`config.mk`:
```
export PLATFORM = sky130hd
export DESIGN_NAME = mmio_dump_initiator
export DESIGN_NICKNAME = d
export VERILOG_FILES = /design/src/rtl/mmio_dump_initiator.sv
export SDC_FILE = /design/constraint.sdc
export NUM_CORES = 1
export LEC_CHECK = 0
export ABC_AREA = 1
export BUFFER_PORTS_ARGS = -buffer_cell sky130_fd_sc_hd__buf_2
export CAP_MARGIN = 20
export CORE_ASPECT_RATIO = 1.5
export CORE_MARGIN = 10
export CORE_UTILIZATION = 45
export DETAILED_ROUTE_END_ITERATION = 8
export PLACE_DENSITY = 0.79
export SLEW_MARGIN = 20
export SYNTH_ARGS = -nofsm -noshare
export SYNTH_HDL_FRONTEND = slang
export SYNTH_SLANG_ARGS = --single-unit
```
`constraint.sdc`:
```
create_clock -name clk_i -period 15.2 [get_ports clk_i]
set_input_delay 1.52 -clock clk_i [delete_from_list [all_inputs] [get_ports clk_i]]
set_output_delay 1.52 -clock clk_i [all_outputs]
set_load 0.05 [all_outputs]
```
`src/rtl/mmio_dump_initiator.sv`:
```
// End-of-test MMIO initiator: dumps int/FP registers over a req/gnt bus,
// then writes the stop signal; also issues trap-signal writes on request.
module mmio_dump_initiator #(
  parameter bit          DUMP_FP        = 1'b1,
  parameter logic [31:0] ADDR_STOP_SIG  = 32'h6000_0000,
  parameter logic [31:0] ADDR_TRAP_SIG  = 32'h6000_0008,
  parameter logic [31:0] ADDR_REG_DUMP  = 32'h6000_0010,
  parameter logic [31:0] ADDR_FREG_DUMP = 32'h6000_0018
) (
  input  logic        clk_i,
  input  logic        rst_i,
  input  logic        start_i,
  input  logic        trap_i,
  input  logic [63:0] trap_cause_i,
  output logic [4:0]  xrf_raddr_o,
  input  logic [63:0] xrf_rdata_i,
  output logic [4:0]  frf_raddr_o,
  input  logic [63:0] frf_rdata_i,
  output logic        mmio_req_o,
  input  logic        mmio_gnt_i,
  output logic        mmio_we_o,
  output logic [31:0] mmio_addr_o,
  output logic [7:0]  mmio_strb_o,
  output logic [63:0] mmio_wdata_o,
  output logic        busy_o,
  output logic        done_o
);

  typedef enum logic [2:0] {
    IDLE, XRD, XWR, FRD, FWR, STOP, TRAP, DONE
  } state_t;

  state_t      state_q, state_d;
  logic [4:0]  idx_q;
  logic        start_pend_q;
  logic        trap_pend_q;
  logic        cap_vld_q;
  logic [63:0] wdata_q;
  logic [63:0] cause_q;
  logic [63:0] cause_pend_q;
  logic        go_trap;
  logic        go_start;
  logic        last_idx;

  assign go_trap  = trap_i | trap_pend_q;
  assign go_start = start_i | start_pend_q;
  assign last_idx = (idx_q == 5'd31);

  always_comb begin
    state_d      = state_q;
    mmio_req_o   = 1'b0;
    mmio_addr_o  = 32'h0;
    mmio_wdata_o = 64'h0;
    xrf_raddr_o  = 5'd0;
    frf_raddr_o  = 5'd0;
    busy_o       = 1'b0;
    done_o       = 1'b0;
    unique case (state_q)
      IDLE: begin
        if (go_trap)       state_d = TRAP;
        else if (go_start) state_d = XRD;
      end
      XRD: begin
        busy_o      = 1'b1;
        xrf_raddr_o = idx_q;
        state_d     = XWR;
      end
      XWR: begin
        busy_o       = 1'b1;
        xrf_raddr_o  = idx_q;
        mmio_req_o   = 1'b1;
        mmio_addr_o  = ADDR_REG_DUMP;
        // read data arrives this cycle; the registered copy covers stalls
        mmio_wdata_o = cap_vld_q ? wdata_q : xrf_rdata_i;
        if (mmio_gnt_i) begin
          if (!last_idx)    state_d = XRD;
          else if (DUMP_FP) state_d = FRD;
          else              state_d = STOP;
        end
      end
      FRD: begin
        busy_o      = 1'b1;
        frf_raddr_o = idx_q;
        state_d     = FWR;
      end
      FWR: begin
        busy_o       = 1'b1;
        frf_raddr_o  = idx_q;
        mmio_req_o   = 1'b1;
        mmio_addr_o  = ADDR_FREG_DUMP;
        mmio_wdata_o = cap_vld_q ? wdata_q : frf_rdata_i;
        if (mmio_gnt_i) state_d = last_idx ? STOP : FRD;
      end
      STOP: begin
        busy_o      = 1'b1;
        mmio_req_o  = 1'b1;
        mmio_addr_o = ADDR_STOP_SIG;
        if (mmio_gnt_i) state_d = DONE;
      end
      TRAP: begin
        mmio_req_o   = 1'b1;
        mmio_addr_o  = ADDR_TRAP_SIG;
        mmio_wdata_o = cause_q;
        if (mmio_gnt_i) state_d = IDLE;
      end
      DONE: begin
        done_o  = 1'b1;
        state_d = IDLE;
      end
      default: state_d = IDLE;
    endcase
  end

  assign mmio_we_o   = mmio_req_o;
  assign mmio_strb_o = mmio_req_o ? 8'hFF : 8'h00;

  always_ff @(posedge clk_i or posedge rst_i) begin
    if (rst_i) begin
      state_q      <= IDLE;
      idx_q        <= 5'd0;
      start_pend_q <= 1'b0;
      trap_pend_q  <= 1'b0;
      cap_vld_q    <= 1'b0;
      wdata_q      <= 64'h0;
      cause_q      <= 64'h0;
      cause_pend_q <= 64'h0;
    end else begin
      state_q <= state_d;
      if (trap_i) begin
        trap_pend_q  <= 1'b1;
        cause_pend_q <= trap_cause_i;
      end
      if (start_i && !busy_o) start_pend_q <= 1'b1;
      if (state_q == IDLE && state_d == TRAP) begin
        trap_pend_q <= 1'b0;
        cause_q     <= trap_i ? trap_cause_i : cause_pend_q;
      end
      if (state_q == IDLE && state_d == XRD) begin
        start_pend_q <= 1'b0;
        idx_q        <= 5'd1;
      end
      if (state_q == XWR || state_q == FWR) begin
        if (!cap_vld_q)
          wdata_q <= (state_q == XWR) ? xrf_rdata_i : frf_rdata_i;
        cap_vld_q <= !mmio_gnt_i;
        if (mmio_gnt_i)
          idx_q <= (state_q == XWR && last_idx) ? 5'd0 : idx_q + 5'd1;
      end else begin
        cap_vld_q <= 1'b0;
      end
    end
  end

endmodule
```
==> summary.txt <==
Timing
  – PnR worst setup slack: 10440 ps
  – Worst-case headroom to the max-slew limit: 34.3%
  – Minimum period implied by the final worst setup slack: 4760 ps
  – Accumulated negative setup slack: 0 ps
  – Finish-stage setup viols: 0
  – Total count of hold-check failures in the final report: 0
  – Slew @ Worst Pin: 986 ps
  – Final max-slew violation count: 0
  – Max Clock Skew: 14.3 ps
  – Worst hold-check slack: 488 ps
  – Achievable frequency: 210 MHz
  – Setup repair after global routing missed its margin: no
  – Period Utilization, post-route: 31.3%

Critical path
  – Crit path max-delay family: buffers and inverters
  – Reg-to-Reg End: wdata_q[1]
  – Category of the worst setup path capture point: output port
  – Type of element launching the critical path: register
  – Worst-path cell chain: inv_2 > nand3_4 > inv_4 > nand2_1 > o211ai_1 > buf_2
  – Register-to-register setup slack: 12700 ps
  – Worst Path Class, Setup: reg -> out
  – Standard cell with the maximum stage delay on the critical path: inv_4
  – Data arrival time at the worst-slack endpoint: 3240 ps
  – Required time at the worst-slack endpoint: 13680 ps
  – Worst reg-to-reg path cell count: 7
  – Largest stage delay, worst path: 860 ps
  – Number of buffers and inverters on the critical path: 3
  – Largest fanout on the critical path: 65
  – Reg-to-Reg Start: state_q[2]

Cells and area
  – Final Instance Area: 13500 µm²
  – Share of final-layout standard cells stronger than drive strength 1: 18.8%
  – Final core occ: 53.6%
  – Final standard cell count with taps included and fillers excluded: 2187
  – Fill cell count: 2422
  – Net total in the final layout: 2039
  – Synthesis-to-finish area growth: 17.2%

Clock network
  – Number of gates resized after cts: 0
  – TritonCTS Buffers: 21
  – Clock-pin slew on the worst setup and hold paths: 60 ps
  – Sinks on Clock Net: 203
  – TritonCTS clock tree: done
  – Setup repair bufs after CTS: 0
  – Largest buffer count on any clock path: 3
  – H-tree levels: 1
  – Clock tree root buffer cell: clkbuf_16
  – Hold buffer count at cts: 0
  – Clk Latency, worst-skew pair: 490 ps

Run
  – Max-cap check violation count: 0

Routing
  – Number of DRC violations after detailed-routing iteration 0: 751
  – Routed vias: 11200
  – Antenna Nets Post-Route: 0
  – Drt total wl: 34.8 mm
  – Routed length per placed instance: 15.9 µm
  – Router iterations before antenna repair: 7
  – Post-detailed-route via-to-cell ratio: 5.12
  – Final routed DRC violation total: 0

Floorplan
  – Initial cell density of the core: 45.8%
  – Die area: 32600 µm²
  – Placeable core area: 25200 µm²
  – Std-Cell Rows: 71
  – Num ports: 315
  – Die boundary height: 216 µm
  – Width of the chip: 151 µm

Logic synthesis
  – Leading cell types by total area after synthesis: dfrtp_1 44%, nand2_1 18%, o21ai_0 10%, inv_1 8.2%, o21ai_1 5.3%
  – Fraction of synthesized cell area taken by the top area cell type: 44.0%
  – Avg Cell Area, Syn: 7.06 µm²
  – Cells after Synth: 1635
  – Share of the yosys chip area belonging to registers: 44.0%
  – Netlist area before placement: 11500 µm²
  – Library cell occupying the most area in the post-synthesis netlist: dfrtp_1
  – Number of distinct library cells after synthesis: 28
  – Warning count from the yosys run: 0
  – Flip-flop and latch count after synthesis: 203

GRT
  – GR Layer Usage met2: 35.5%
  – Pin count of the biggest net entering global routing: 143
  – Global routing met1 resource utilization: 23.4%
  – Number of antenna violations at the first check in global routing: 7
  – Global routing met3 resource utilization: 3.34%
  – Total global-route track usage: 20.4%
  – Wire length of the first global-routing pass: 55.2 mm
  – Most used routing layer in global routing: met2
  – Global route overflow: 0
  – Number of global-route vias before repair: 11300

Min path
  – Path class of the lowest-slack min-delay path: reg -> reg
  – Capture endpoint of the worst hold path: cause_q[63]
  – Worst hold path startpoint: cause_q[63]
  – Hold depth: 2

Placement
  – Half-perimeter wire length after detailed placement: 23.9 mm
  – Worst setup slack after placement: 11030 ps
  – Routability congestion estimate: 0.877
  – Placed Instances: 2145
  – Placement Cell Area: 12800 µm²
  – Number of input and output port buffers inserted: 286

Pwr
  – Power Total: 3.20 mW
  – Power per cell area: 237 nW/µm²
  – Leakage component of the power: 7.27 nW
  – Worst IR Drop VDD: 0.126 mV

Run status
  – Outcome: finished clean
cells in the final DEF, fill, tap and decap left out, types with 2 or more instances in the layout:
cell type and count:
mux2_2 5, conb_1 28, nand2_2 4, nor2_4 3
inv_2 4, o211ai_1 59, nor2_1 18, clkbuf_16 21
inv_1 250, diode_2 5, dfrtp_1 202, nand2_1 547
ha_1 2, clkbuf_1 9, xor2_1 2, nor2_2 2
buf_2 285, nand3_1 21, nand4_1 2, o21ai_0 241
buf_4 12, o21ai_1 122, bufinv_16 4, clkbuf_8 3
final cells by class:
cell class / instances / area (µm²) / share of cell area, %
diodes: 5 / 12.5 / 0.0925
multi-input cells: 1061 / 4820 / 35.6
inverters: 256 / 971 / 7.18
repair buffers: 297 / 1520 / 11.2
flip-flops and latches: 203 / 5080 / 37.6
clock buffers: 33 / 601 / 4.44
well taps: 328 / 410 / 3.03
clock inverters: 4 / 120 / 0.888
synthesized netlist by cell type:
library cell  instances
nand3_1              21
dfrtp_1             203
buf_6                 2
o21a_1                1
xor2_1                2
nor2_1               18
inv_1               251
mux2_2                5
clkbuf_1             47
nand4_1               2
conb_1                1
nand3_2               1
or2_2                 1
clkinv_1              1
inv_2                 4
buf_2                34
buf_4                55
buf_1                 4
o211ai_1             59
o22ai_1               1
a21oi_1               1
o21ai_1             122
ha_1                  2
o21ai_0             241
nand2_2               4
nand2_1             547
nor2_2                2
nor2_4                3
state kept, by name, summed over array words and instances (netlist names):
register / flops
cause_pend_q: 64
cap_vld_q: 1
idx_q: 5
state_q: 3
wdata_q: 64
cause_q: 64
start_pend_q: 1
trap_pend_q: 1
metal layers:
layer  vias to the layer above  wire length, µm
met4                         6             1210
met1                      5216            13600
li1                       5455                -
met2                       440            17500
met3                        89             2390
met5                         -               47
worst min-delay path: stages (launching register included):
cell,delay [ps]
dfrtp_1,350
nand2_1,60
nand2_1,60
power breakdown:
part | total [mW] | switching [mW] | internal [mW]
logic | 1.82 | 1.40 | 0.421
clock network | 0.547 | 0.209 | 0.338
registers | 0.837 | 0.0997 | 0.737
total | 3.20 | 1.71 | 1.50
cell families after synthesis:
family          after synthesis  share of synthesized area [%]
buf+inv                     398                           15.2
fa+ha+maj                     2                          0.217
xor+xnor                      2                          0.152
compound gates              425                           19.7
flops                       203                           44.0
simple gates                599                           20.1
other cells                   1                         0.0325
mux                           5                          0.488
worst max path at each step:
stage / startpoint / end / slack, ps / depth (start not counted)
4_1_cts: state_q[2] / mmio_wdata_o[1] / 10470 / 8
3_5_place_dp: state_q[2] / mmio_wdata_o[1] / 11030 / 8
6_report: state_q[2] / mmio_wdata_o[12] / 10440 / 6
3_3_place_gp: state_q[0] / mmio_wdata_o[2] / 10670 / 8
5_1_grt: state_q[2] / mmio_wdata_o[12] / 10240 / 6
2_1_floorplan: rst_i / cap_vld_q / 8140 / 1
No activity file was read; power rests on OpenSTA's default activity.
